==> config.mk <==
export PLATFORM = sky130hd
export DESIGN_NAME = mc_ctrl_fsm_flat
export DESIGN_NICKNAME = d
export VERILOG_FILES = /design/src/rtl/mc_ctrl_fsm_if.sv /design/src/rtl/mc_ctrl_fsm.sv /design/src/flat_wrapper.sv
export SDC_FILE = /design/constraint.sdc
export NUM_CORES = 1
export LEC_CHECK = 0
export CORE_MARGIN = 1
export CORE_UTILIZATION = 30
export CTS_BUF_LIST = sky130_fd_sc_hd__clkbuf_16
export DETAILED_ROUTE_END_ITERATION = 12
export DONT_BUFFER_PORTS = 1
export GPL_TIMING_DRIVEN = 1
export HOLD_SLACK_MARGIN = 0.06
export PLACE_DENSITY = 0.5
export SYNTH_ARGS = -nofsm -noshare
export SYNTH_HDL_FRONTEND = slang
export SYNTH_SLANG_ARGS = --single-unit
==> constraint.sdc <==
create_clock -name clk -period 4.3 [get_ports clk]
set_input_delay 0.215 -clock clk [delete_from_list [all_inputs] [get_ports clk]]
set_output_delay 0.215 -clock clk [all_outputs]
set_load 0.01 [all_outputs]
==> src/rtl/mc_ctrl_fsm_if.sv <==
// Control/decode bundle between the multi-cycle RV32I controller (master) and its datapath (slave).
// Carries the instruction fields and flags in, and every write-enable and mux select out.
interface mc_ctrl_fsm_if #(
    parameter int ALU_OP_W = 4
);
    logic                start;
    logic [6:0]          opcode;
    logic [2:0]          funct3;
    logic                funct7_5;
    logic                zf;
    logic                PC_Write;
    logic                PC0_Write;
    logic                IR_Write;
    logic                Reg_Write;
    logic                Mem_Write;
    logic                rs2_imm_s;
    logic [1:0]          w_data_s;
    logic [1:0]          PC_s;
    logic [ALU_OP_W-1:0] ALU_OP;
    logic                retire;
    logic                illegal;
    logic [3:0]          state;

    modport master (
        input  start, opcode, funct3, funct7_5, zf,
        output PC_Write, PC0_Write, IR_Write, Reg_Write, Mem_Write, rs2_imm_s,
               w_data_s, PC_s, ALU_OP, retire, illegal, state
    );

    modport slave (
        output start, opcode, funct3, funct7_5, zf,
        input  PC_Write, PC0_Write, IR_Write, Reg_Write, Mem_Write, rs2_imm_s,
               w_data_s, PC_s, ALU_OP, retire, illegal, state
    );
endinterface

==> src/rtl/mc_ctrl_fsm.sv <==
// Multi-cycle RV32I control unit: a Moore FSM that sequences fetch, decode, execute,
// memory and write-back, driving all datapath enables and selects from its state.
module mc_ctrl_fsm #(
    parameter int ALU_OP_W      = 4,
    parameter bit START_IN_IDLE = 1'b1
) (
    input  logic          clk,
    input  logic          rst_n,
    mc_ctrl_fsm_if.master bus
);
    typedef enum logic [3:0] {
        S_IDLE     = 4'd0,  S_FETCH   = 4'd1,  S_DECODE  = 4'd2,  S_EXEC    = 4'd3,
        S_ALU_WB   = 4'd4,  S_MEM_ADDR = 4'd5, S_MEM_RD  = 4'd6,  S_LD_WB   = 4'd7,
        S_MEM_WR   = 4'd8,  S_LUI_WB  = 4'd9,  S_BR_CMP  = 4'd10, S_BR_DO   = 4'd11,
        S_JAL_WB   = 4'd12, S_JALR_WB = 4'd13
    } state_t;

    typedef enum logic [3:0] {
        C_R = 4'd0, C_I = 4'd1, C_LOAD = 4'd2, C_STORE = 4'd3, C_LUI = 4'd4,
        C_BR = 4'd5, C_JAL = 4'd6, C_JALR = 4'd7, C_BAD = 4'd8
    } cls_t;

    localparam logic [ALU_OP_W-1:0] ALU_ADD = ALU_OP_W'(4'b0000);
    localparam logic [ALU_OP_W-1:0] ALU_SUB = ALU_OP_W'(4'b1000);

    function automatic cls_t op_class(input logic [6:0] op);
        case (op)
            7'b0110011: return C_R;
            7'b0010011: return C_I;
            7'b0000011: return C_LOAD;
            7'b0100011: return C_STORE;
            7'b0110111: return C_LUI;
            7'b1100011: return C_BR;
            7'b1101111: return C_JAL;
            7'b1100111: return C_JALR;
            default:    return C_BAD;
        endcase
    endfunction

    // funct7_5 only selects sub/sra for R-type; for immediates it is shamt-encoding only on shifts
    function automatic logic [ALU_OP_W-1:0] alu_op_f(input cls_t c, input logic [2:0] f3, input logic f75);
        logic b3;
        case (c)
            C_R:     b3 = f75;
            C_I:     b3 = f75 & ((f3 == 3'b001) | (f3 == 3'b101));
            default: b3 = 1'b0;
        endcase
        return ALU_OP_W'({b3, f3});
    endfunction

    function automatic logic br_taken(input logic [2:0] f3, input logic z);
        case (f3)
            3'b000:  return z;
            3'b001:  return ~z;
            default: return 1'b0;
        endcase
    endfunction

    state_t              state_r;
    cls_t                cls_r;
    cls_t                dec_s;
    logic [2:0]          funct3_r;
    logic [ALU_OP_W-1:0] alu_op_r;
    logic                illegal_r;

    logic                pc_write_s, pc0_write_s, ir_write_s, reg_write_s, mem_write_s;
    logic                rs2_imm_s, retire_s;
    logic [1:0]          w_data_s, pc_s;
    logic [ALU_OP_W-1:0] alu_op_s;

    assign dec_s = op_class(bus.opcode);

    // State register, decode latches and the sticky illegal flag
    always_ff @(posedge clk or negedge rst_n) begin
        if (!rst_n) begin
            state_r   <= START_IN_IDLE ? S_IDLE : S_FETCH;
            cls_r     <= C_R;
            funct3_r  <= 3'b000;
            alu_op_r  <= '0;
            illegal_r <= 1'b0;
        end else begin
            case (state_r)
                S_IDLE:     state_r <= (bus.start && !illegal_r) ? S_FETCH : S_IDLE;
                S_FETCH:    state_r <= S_DECODE;
                S_DECODE: begin
                    cls_r    <= dec_s;
                    funct3_r <= bus.funct3;
                    alu_op_r <= alu_op_f(dec_s, bus.funct3, bus.funct7_5);
                    case (dec_s)
                        C_R, C_I:        state_r <= S_EXEC;
                        C_LOAD, C_STORE: state_r <= S_MEM_ADDR;
                        C_LUI:           state_r <= S_LUI_WB;
                        C_BR:            state_r <= S_BR_CMP;
                        C_JAL:           state_r <= S_JAL_WB;
                        C_JALR:          state_r <= S_JALR_WB;
                        default: begin
                            state_r   <= S_IDLE;
                            illegal_r <= 1'b1;
                        end
                    endcase
                end
                S_EXEC:     state_r <= S_ALU_WB;
                S_MEM_ADDR: state_r <= (cls_r == C_STORE) ? S_MEM_WR : S_MEM_RD;
                S_MEM_RD:   state_r <= S_LD_WB;
                S_BR_CMP:   state_r <= S_BR_DO;
                // Instruction boundary: start is only honoured here, never mid-instruction
                S_ALU_WB, S_LD_WB, S_MEM_WR, S_LUI_WB, S_BR_DO, S_JAL_WB, S_JALR_WB:
                            state_r <= bus.start ? S_FETCH : S_IDLE;
                default:    state_r <= S_IDLE;
            endcase
        end
    end

    // Moore output decode; gated by rst_n so nothing strobes while reset is held
    always_comb begin
        pc_write_s  = 1'b0;
        pc0_write_s = 1'b0;
        ir_write_s  = 1'b0;
        reg_write_s = 1'b0;
        mem_write_s = 1'b0;
        rs2_imm_s   = 1'b0;
        retire_s    = 1'b0;
        w_data_s    = 2'b00;
        pc_s        = 2'b00;
        alu_op_s    = '0;
        if (rst_n) begin
            case (state_r)
                S_FETCH: begin
                    ir_write_s  = 1'b1;
                    pc_write_s  = 1'b1;
                    pc0_write_s = 1'b1;
                end
                S_EXEC: begin
                    alu_op_s  = alu_op_r;
                    rs2_imm_s = (cls_r == C_I);
                end
                S_ALU_WB: begin
                    reg_write_s = 1'b1;
                    retire_s    = 1'b1;
                end
                S_MEM_ADDR: begin
                    alu_op_s  = ALU_ADD;
                    rs2_imm_s = 1'b1;
                end
                S_LD_WB: begin
                    reg_write_s = 1'b1;
                    w_data_s    = 2'b10;
                    retire_s    = 1'b1;
                end
                S_MEM_WR: begin
                    mem_write_s = 1'b1;
                    retire_s    = 1'b1;
                end
                S_LUI_WB: begin
                    reg_write_s = 1'b1;
                    w_data_s    = 2'b01;
                    retire_s    = 1'b1;
                end
                S_BR_CMP:   alu_op_s = ALU_SUB;
                S_BR_DO: begin
                    pc_write_s = br_taken(funct3_r, bus.zf);
                    pc_s       = 2'b01;
                    retire_s   = 1'b1;
                end
                S_JAL_WB: begin
                    reg_write_s = 1'b1;
                    w_data_s    = 2'b11;
                    pc_write_s  = 1'b1;
                    pc_s        = 2'b01;
                    retire_s    = 1'b1;
                end
                S_JALR_WB: begin
                    alu_op_s    = ALU_ADD;
                    rs2_imm_s   = 1'b1;
                    reg_write_s = 1'b1;
                    w_data_s    = 2'b11;
                    pc_write_s  = 1'b1;
                    pc_s        = 2'b10;
                    retire_s    = 1'b1;
                end
                default:    retire_s = 1'b0;
            endcase
        end else begin
            pc_write_s = 1'b0;
            ir_write_s = 1'b0;
        end
    end

    assign bus.PC_Write  = pc_write_s;
    assign bus.PC0_Write = pc0_write_s;
    assign bus.IR_Write  = ir_write_s;
    assign bus.Reg_Write = reg_write_s;
    assign bus.Mem_Write = mem_write_s;
    assign bus.rs2_imm_s = rs2_imm_s;
    assign bus.w_data_s  = w_data_s;
    assign bus.PC_s      = pc_s;
    assign bus.ALU_OP    = alu_op_s;
    assign bus.retire    = retire_s;
    assign bus.illegal   = illegal_r;
    assign bus.state     = state_r;
endmodule

==> src/flat_wrapper.sv <==
// flat-port wrapper written by rule: the top's interface ports become plain ports
module mc_ctrl_fsm_flat 
#(
    parameter int ALU_OP_W      = 4,
    parameter bit START_IN_IDLE = 1'b1
)
  (clk, rst_n, bus_start, bus_opcode, bus_funct3, bus_funct7_5, bus_zf, bus_PC_Write, bus_PC0_Write, bus_IR_Write, bus_Reg_Write, bus_Mem_Write, bus_rs2_imm_s, bus_w_data_s, bus_PC_s, bus_ALU_OP, bus_retire, bus_illegal, bus_state);
  mc_ctrl_fsm_if #(.ALU_OP_W(ALU_OP_W)) bus_i ();
  input  logic clk;
  input  logic rst_n;
  input wire logic [$bits(bus_i.start)-1:0] bus_start;
  input wire logic [$bits(bus_i.opcode)-1:0] bus_opcode;
  input wire logic [$bits(bus_i.funct3)-1:0] bus_funct3;
  input wire logic [$bits(bus_i.funct7_5)-1:0] bus_funct7_5;
  input wire logic [$bits(bus_i.zf)-1:0] bus_zf;
  output wire logic [$bits(bus_i.PC_Write)-1:0] bus_PC_Write;
  output wire logic [$bits(bus_i.PC0_Write)-1:0] bus_PC0_Write;
  output wire logic [$bits(bus_i.IR_Write)-1:0] bus_IR_Write;
  output wire logic [$bits(bus_i.Reg_Write)-1:0] bus_Reg_Write;
  output wire logic [$bits(bus_i.Mem_Write)-1:0] bus_Mem_Write;
  output wire logic [$bits(bus_i.rs2_imm_s)-1:0] bus_rs2_imm_s;
  output wire logic [$bits(bus_i.w_data_s)-1:0] bus_w_data_s;
  output wire logic [$bits(bus_i.PC_s)-1:0] bus_PC_s;
  output wire logic [$bits(bus_i.ALU_OP)-1:0] bus_ALU_OP;
  output wire logic [$bits(bus_i.retire)-1:0] bus_retire;
  output wire logic [$bits(bus_i.illegal)-1:0] bus_illegal;
  output wire logic [$bits(bus_i.state)-1:0] bus_state;
  assign bus_i.start = bus_start;
  assign bus_i.opcode = bus_opcode;
  assign bus_i.funct3 = bus_funct3;
  assign bus_i.funct7_5 = bus_funct7_5;
  assign bus_i.zf = bus_zf;
  assign bus_PC_Write = bus_i.PC_Write;
  assign bus_PC0_Write = bus_i.PC0_Write;
  assign bus_IR_Write = bus_i.IR_Write;
  assign bus_Reg_Write = bus_i.Reg_Write;
  assign bus_Mem_Write = bus_i.Mem_Write;
  assign bus_rs2_imm_s = bus_i.rs2_imm_s;
  assign bus_w_data_s = bus_i.w_data_s;
  assign bus_PC_s = bus_i.PC_s;
  assign bus_ALU_OP = bus_i.ALU_OP;
  assign bus_retire = bus_i.retire;
  assign bus_illegal = bus_i.illegal;
  assign bus_state = bus_i.state;
  mc_ctrl_fsm #(.ALU_OP_W(ALU_OP_W), .START_IN_IDLE(START_IN_IDLE)) u_core (.clk(clk), .rst_n(rst_n), .bus(bus_i));
endmodule
# [Yosys cells after proc, flatten, opt, wreduce, memory -nomap -nowiden]
# Index checks and enable logic that the tools add are counted.
# W data, S select, Z words.
[word_totals] reg_bits=16 inputBits=15 elab_cells=83
[op_classes] n_eq_ne=33 muxes=26 bitwise_logic=4 n_reduce_logical=15
[op_table] cell="$pmux W4 S8" n=2
[op_table] cell="$eq A4 B3 Y1 const B" n=8
[op_table] cell="$eq A4 B4 Y1 const B" n=6
[op_table] cell="$pmux W4 S6" n=1
[op_table] cell="$eq A7 B6 Y1 const B" n=3
[op_table] cell="$eq A7 B7 Y1 const B" n=3
[op_table] cell="$eq A4 B2 Y1 const B" n=5
[op_table] cell="$eq A4 B1 Y1 const B" n=3
[op_table] cell="$mux W1" n=12
[op_table] cell="$reduce_or A2 Y1" n=5
[op_table] cell="$logic_not A4 Y1" n=2
[op_table] cell="$mux W4" n=2
[op_table] cell="$pmux W1 S2" n=4
[op_table] cell="$pmux W4 S2" n=1
[op_table] cell="$reduce_or A8 Y1" n=1
[op_table] cell="$eq A7 B2 Y1 const B" n=1
[op_table] cell="$eq A7 B5 Y1 const B" n=1
[op_table] cell="$reduce_or A7 Y1" n=1
[op_table] cell="$eq A3 B1 Y1 const B" n=2
[op_table] cell="$pmux W2 S3" n=1
[op_table] cell="$reduce_or A5 Y1" n=1
[op_table] cell="$mux W2" n=2
[op_table] cell="$pmux W2 S2" n=1
[op_table] cell="$eq A3 B3 Y1 const B" n=1
[op_table] cell="other kinds (8)" n=9

# [Logic depth before layout (Yosys ltp)]
[depth] word_depth=6 depth_mapped=6 ltp_nobuf=4

# [Worst setup path before layout]
# No wires, ideal clock.
[synth_timing] path_type="register -> output" from="register u_core.state_r[0], in the netlist u_core.bus.state[0]" to="output port bus_PC0_Write" t_arrival_ns=1.454 required_time_ns=4.085 path_slack_ns=2.631 path_stages_with_launch=7 cell_sequence="dfrtp_1 > clkbuf_1 > inv_1 > nor2_1 > nand2_1 > nor3_1 > buf_4"
[synth_via] elab_chain_cells=3
[synth_rtl] element="start: declaration" line_no="mc_ctrl_fsm.sv:59" source="state_t state_r;"
[synth_rtl] element="start signal: assignment" line_no="mc_ctrl_fsm.sv:76" source="state_r <= START_IN_IDLE ? S_IDLE : S_FETCH;"
[synth_rtl] element="start signal: assignment" line_no="mc_ctrl_fsm.sv:83" source="S_IDLE: state_r <= (bus.start && !illegal_r) ? S_FETCH : S_IDLE;"
[synth_rtl] element="start signal: assignment" line_no="mc_ctrl_fsm.sv:103" source="S_MEM_ADDR: state_r <= (cls_r == C_STORE) ? S_MEM_WR : S_MEM_RD;"
[synth_rtl] element="$eq A4 B1 Y1"
[synth_rtl] element="$mux W1 (2 in series)"
[synth_rtl] element="end: declaration" line_no="flat_wrapper.sv:17" source="output wire logic [$bits(bus_i.PC0_Write)-1:0] bus_PC0_Write;"
# Every way passes these cells.

# [Worst setup path in the final report]
[layout_timing] from="register u_core.state_r[2], in the netlist u_core.bus.state[2]" to="output port bus_Reg_Write"
[layout_via] elab_chain_cells=4 word_cells_on_any_way=8 classes_between="eq/ne: 5; mux: 2; reduce/logical: 1"
[layout_rtl] element="$eq A4 B3 Y1 or $eq A4 B4 Y1 (tied branches)" line_no="mc_ctrl_fsm.sv:127" source="case (state_r)"
[layout_rtl] element="$reduce_or A5 Y1 (no source line) (*)"
[layout_rtl] element="$mux W1 (*)" line_no="mc_ctrl_fsm.sv:127"
[layout_rtl] element="$mux W1 (*)" line_no="mc_ctrl_fsm.sv:126" source="if (rst_n) begin"
[layout_rtl] element="end: declaration" line_no="flat_wrapper.sv:19" source="output wire logic [$bits(bus_i.Reg_Write)-1:0] bus_Reg_Write;"
# Every way passes the cells marked *; elsewhere a longest branch is shown, timed or not.

==> flow_summary.json <==
{
  "outcome": "finished clean",
  "synth-edff-count": 0,
  "period_needed_ns": 2.034,
  "place_congestion": 0.7371,
  "grt_start_max_net_pins": 21,
  "final_hold_viol_count": 0,
  "grt_pass1_wl_mm": 4.271,
  "clk_latency_ns": 0.24,
  "gr-total-overflow": 0,
  "yosys_warnings": 0,
  "htree_levels": 1,
  "antenna_found_initial": 0,
  "drive_above_1_share": 0.08621,
  "fp-row-count": 20,
  "vias": 905,
  "reg2reg_to": "u_core.alu_op_r[3]",
  "internal_power_w": 0.0002891,
  "die_area_um2": 3662,
  "cellLeakagePower_nw": 0.4463,
  "first_iter_violations": 100,
  "fmax_mhz": 491.7,
  "via_per_inst": 5.656,
  "fin_setup_tns_ns": 0,
  "sw_frac_of_total": 0.2237,
  "ys_seq_elements": 13,
  "start_util": 0.3258,
  "core_area_um2": 3153,
  "worstPathRequired_ns": 4.09,
  "comb_power_share": 0.116,
  "postSynthCellCount": 120,
  "syn_area_um2": 1027,
  "whs_ns": 0.1211,
  "hold_path.class": "primary input to flip-flop",
  "first_pass_iters": 4,
  "slew_viol_final": 0,
  "syn_avg_cell_area_um2": 8.560,
  "place_ws_ns": 2.394,
  "min_to": "u_core.alu_op_r[1]",
  "drc_errors": 0,
  "io_buffers": 0,
  "p_sw_w": 0.00008333,
  "cts_sinks": 13,
  "worst_pin_slew_ns": 0.6453,
  "max_cap_violations": 0,
  "p_clk_frac": 0.466,
  "syn_nets": 135,
  "setup-violations-final": 0,
  "numCtsBuffers": 3,
  "grt_usage": 0.1612,
  "p_seq_frac": 0.419,
  "antenna-diode-count": 0,
  "dpl.hpwl_mm": 1.875,
  "final_cell_mix": "dfrtp_1 (13), o21ai_0 (9), nand2_1 (8)",
  "start_kind": "flip-flop",
  "cts_buffer_depth": 2,
  "rsz0062_at_grt": "no",
  "slew-limit-headroom": 0.5639,
  "final_nets": 132,
  "worstSetupEndpointType": "output port",
  "synth_ff_type": "dfrtp_1",
  "rr_startpoint": "u_core.bus.state[3]",
  "clockRootBuffer": "clkbuf_16",
  "syn2layout_area_growth_pct": 8.891,
  "critPathArrivalTime_ns": 1.82,
  "ys_types": 44,
  "cts_tree": "done",
  "pin_count": 35,
  "hold_start": "bus_funct3[1]",
  "clkSlewWorstSetupHoldPaths_ns": 0.05,
  "finClkSkew_ns": 0.004417,
  "rrSetupSlack_ns": 2.40,
  "drt.antenna.violating_nets": 0,
  "mostFrequentLayoutCell": "dfrtp_1",
  "setup_slack_ns": 2.266,
  "powerDensity_nw_per_um2": 332.9,
  "drt_wl_total_mm": 2.528,
  "ff2ff_path_depth": 4,
  "fin_crit_sh": 0.4730,
  "path_class": "flip-flop to output port",
  "first_global_vias": 875,
  "async_reset_ff_frac": 1.000,
  "whs_path_depth": 1,
  "cp_max_fo": 17,
  "avgRoutedWirePerCell_um": 15.80,
  "vdd_drop_max_uv": 108.8,
  "synth-seq-area-share": 0.3167,
  "cts_setup_buffers": 0,
  "die_w_um": 60.52,
  "die_height_um": 60.52
}
routing by layer:
metal / part of all wire / GRT usage / up-vias
met1: 0.43 / 0.2155 / 422
met4: 0.016 / 0.06818 / 0
li1: - / - / 433
met3: 0.10 / 0.04691 / 5
met5: 0 / 0 / -
met2: 0.45 / 0.2433 / 45
power groups by stage:
stage / logic (W) / registers, W / clock network [W]
after floorplan: 0.0000400 / 0.000151 / 0
final: 0.0000432 / 0.000156 / 0.000173
after global routing: 0.0000487 / 0.000159 / 0.000182
after CTS: 0.0000441 / 0.000156 / 0.000178
after global placement: 0.0000402 / 0.000158 / 0
after detailed placement: 0.0000407 / 0.000158 / 0
registers in the layout, indices dropped and copies added (netlist names):
| signal | flops |
|---|---|
| u_core.cls_r | 4 |
| u_core.bus.state | 4 |
| u_core.bus.illegal | 1 |
| u_core.alu_op_r | 4 |
worst max-delay path, stage by stage, from the launching register on:
cell and delay [ns]:
dfrtp_1 0.71, inv_1 0.28, o32a_1 0.39, nor2_1 0.19
logic make-up after synthesis:
group           Yosys count  synth area share
simple gates             52            0.3070
compound gates           33            0.2107
mux                       6           0.07917
xor+xnor                  2           0.01706
flops                    13            0.3167
buf+inv                  14           0.06943
cell type report:
type,count,area (um^2)
Fill cell,352,2034
Tap cell,44,55.05
Clock inverter,1,3.754
Sequential cell,13,325.3
Inverter,5,18.77
Timing Repair Buffer,1,10.01
Clock buffer,3,75.07
Multi-Input combinational cell,93,630.6
timing repair:
| item | CTS | global route |
|---|---|---|
| endpoints found under the hold margin | 13 | 0 |
| resized for setup | 0 | 0 |
| hold buffers | 1 | 0 |
how the worst max path moves through the flow:
| stage | from | cells after the start | to |
|---|---|---|---|
| 6_report | u_core.bus.state[2] | 3 | bus_Reg_Write |
| 2_1_floorplan | u_core.bus.state[0] | 6 | bus_PC0_Write |
| 3_3_place_gp | u_core.bus.state[1] | 4 | u_core.alu_op_r[3] |
| 4_1_cts | u_core.bus.state[1] | 4 | bus_rs2_imm_s |
| 3_5_place_dp | u_core.bus.state[1] | 4 | u_core.alu_op_r[3] |
| 5_1_grt | u_core.bus.state[1] | 4 | bus_rs2_imm_s |
cell usage after synthesis, drive strengths merged (2+ instances only):
master,count,area [um^2]
a211oi,4,30.03
a21boi,2,15.01
a21oi,6,30.03
and2,3,18.77
and3,2,12.51
buf,3,30.03
clkbuf,6,22.52
dfrtp,13,325.3
inv,5,18.77
mux2,5,71.32
nand2,8,30.03
nand2b,5,31.28
nand3,3,15.01
nor2,6,22.52
nor2b,2,12.51
nor3,6,40.04
nor3b,3,22.52
nor4,5,31.28
nor4bb,2,20.02
o21ai,10,50.04
xor2,2,17.52
per-stage QoR:
step | area [um^2] | instances | utilization | total power (W)
finish | 1119 | 160 | 0.3548 | 0.0003724
global route | 1119 | 160 | 0.3548 | 0.0003895
CTS | 1119 | 160 | 0.3548 | 0.0003786
detailed placement | 1030 | 155 | 0.3266 | 0.0001988
global placement | 1030 | 155 | 0.3266 | 0.0001986
floorplan | 1027 | 120 | - | 0.0001910
(Power assumes the default switching activity.)
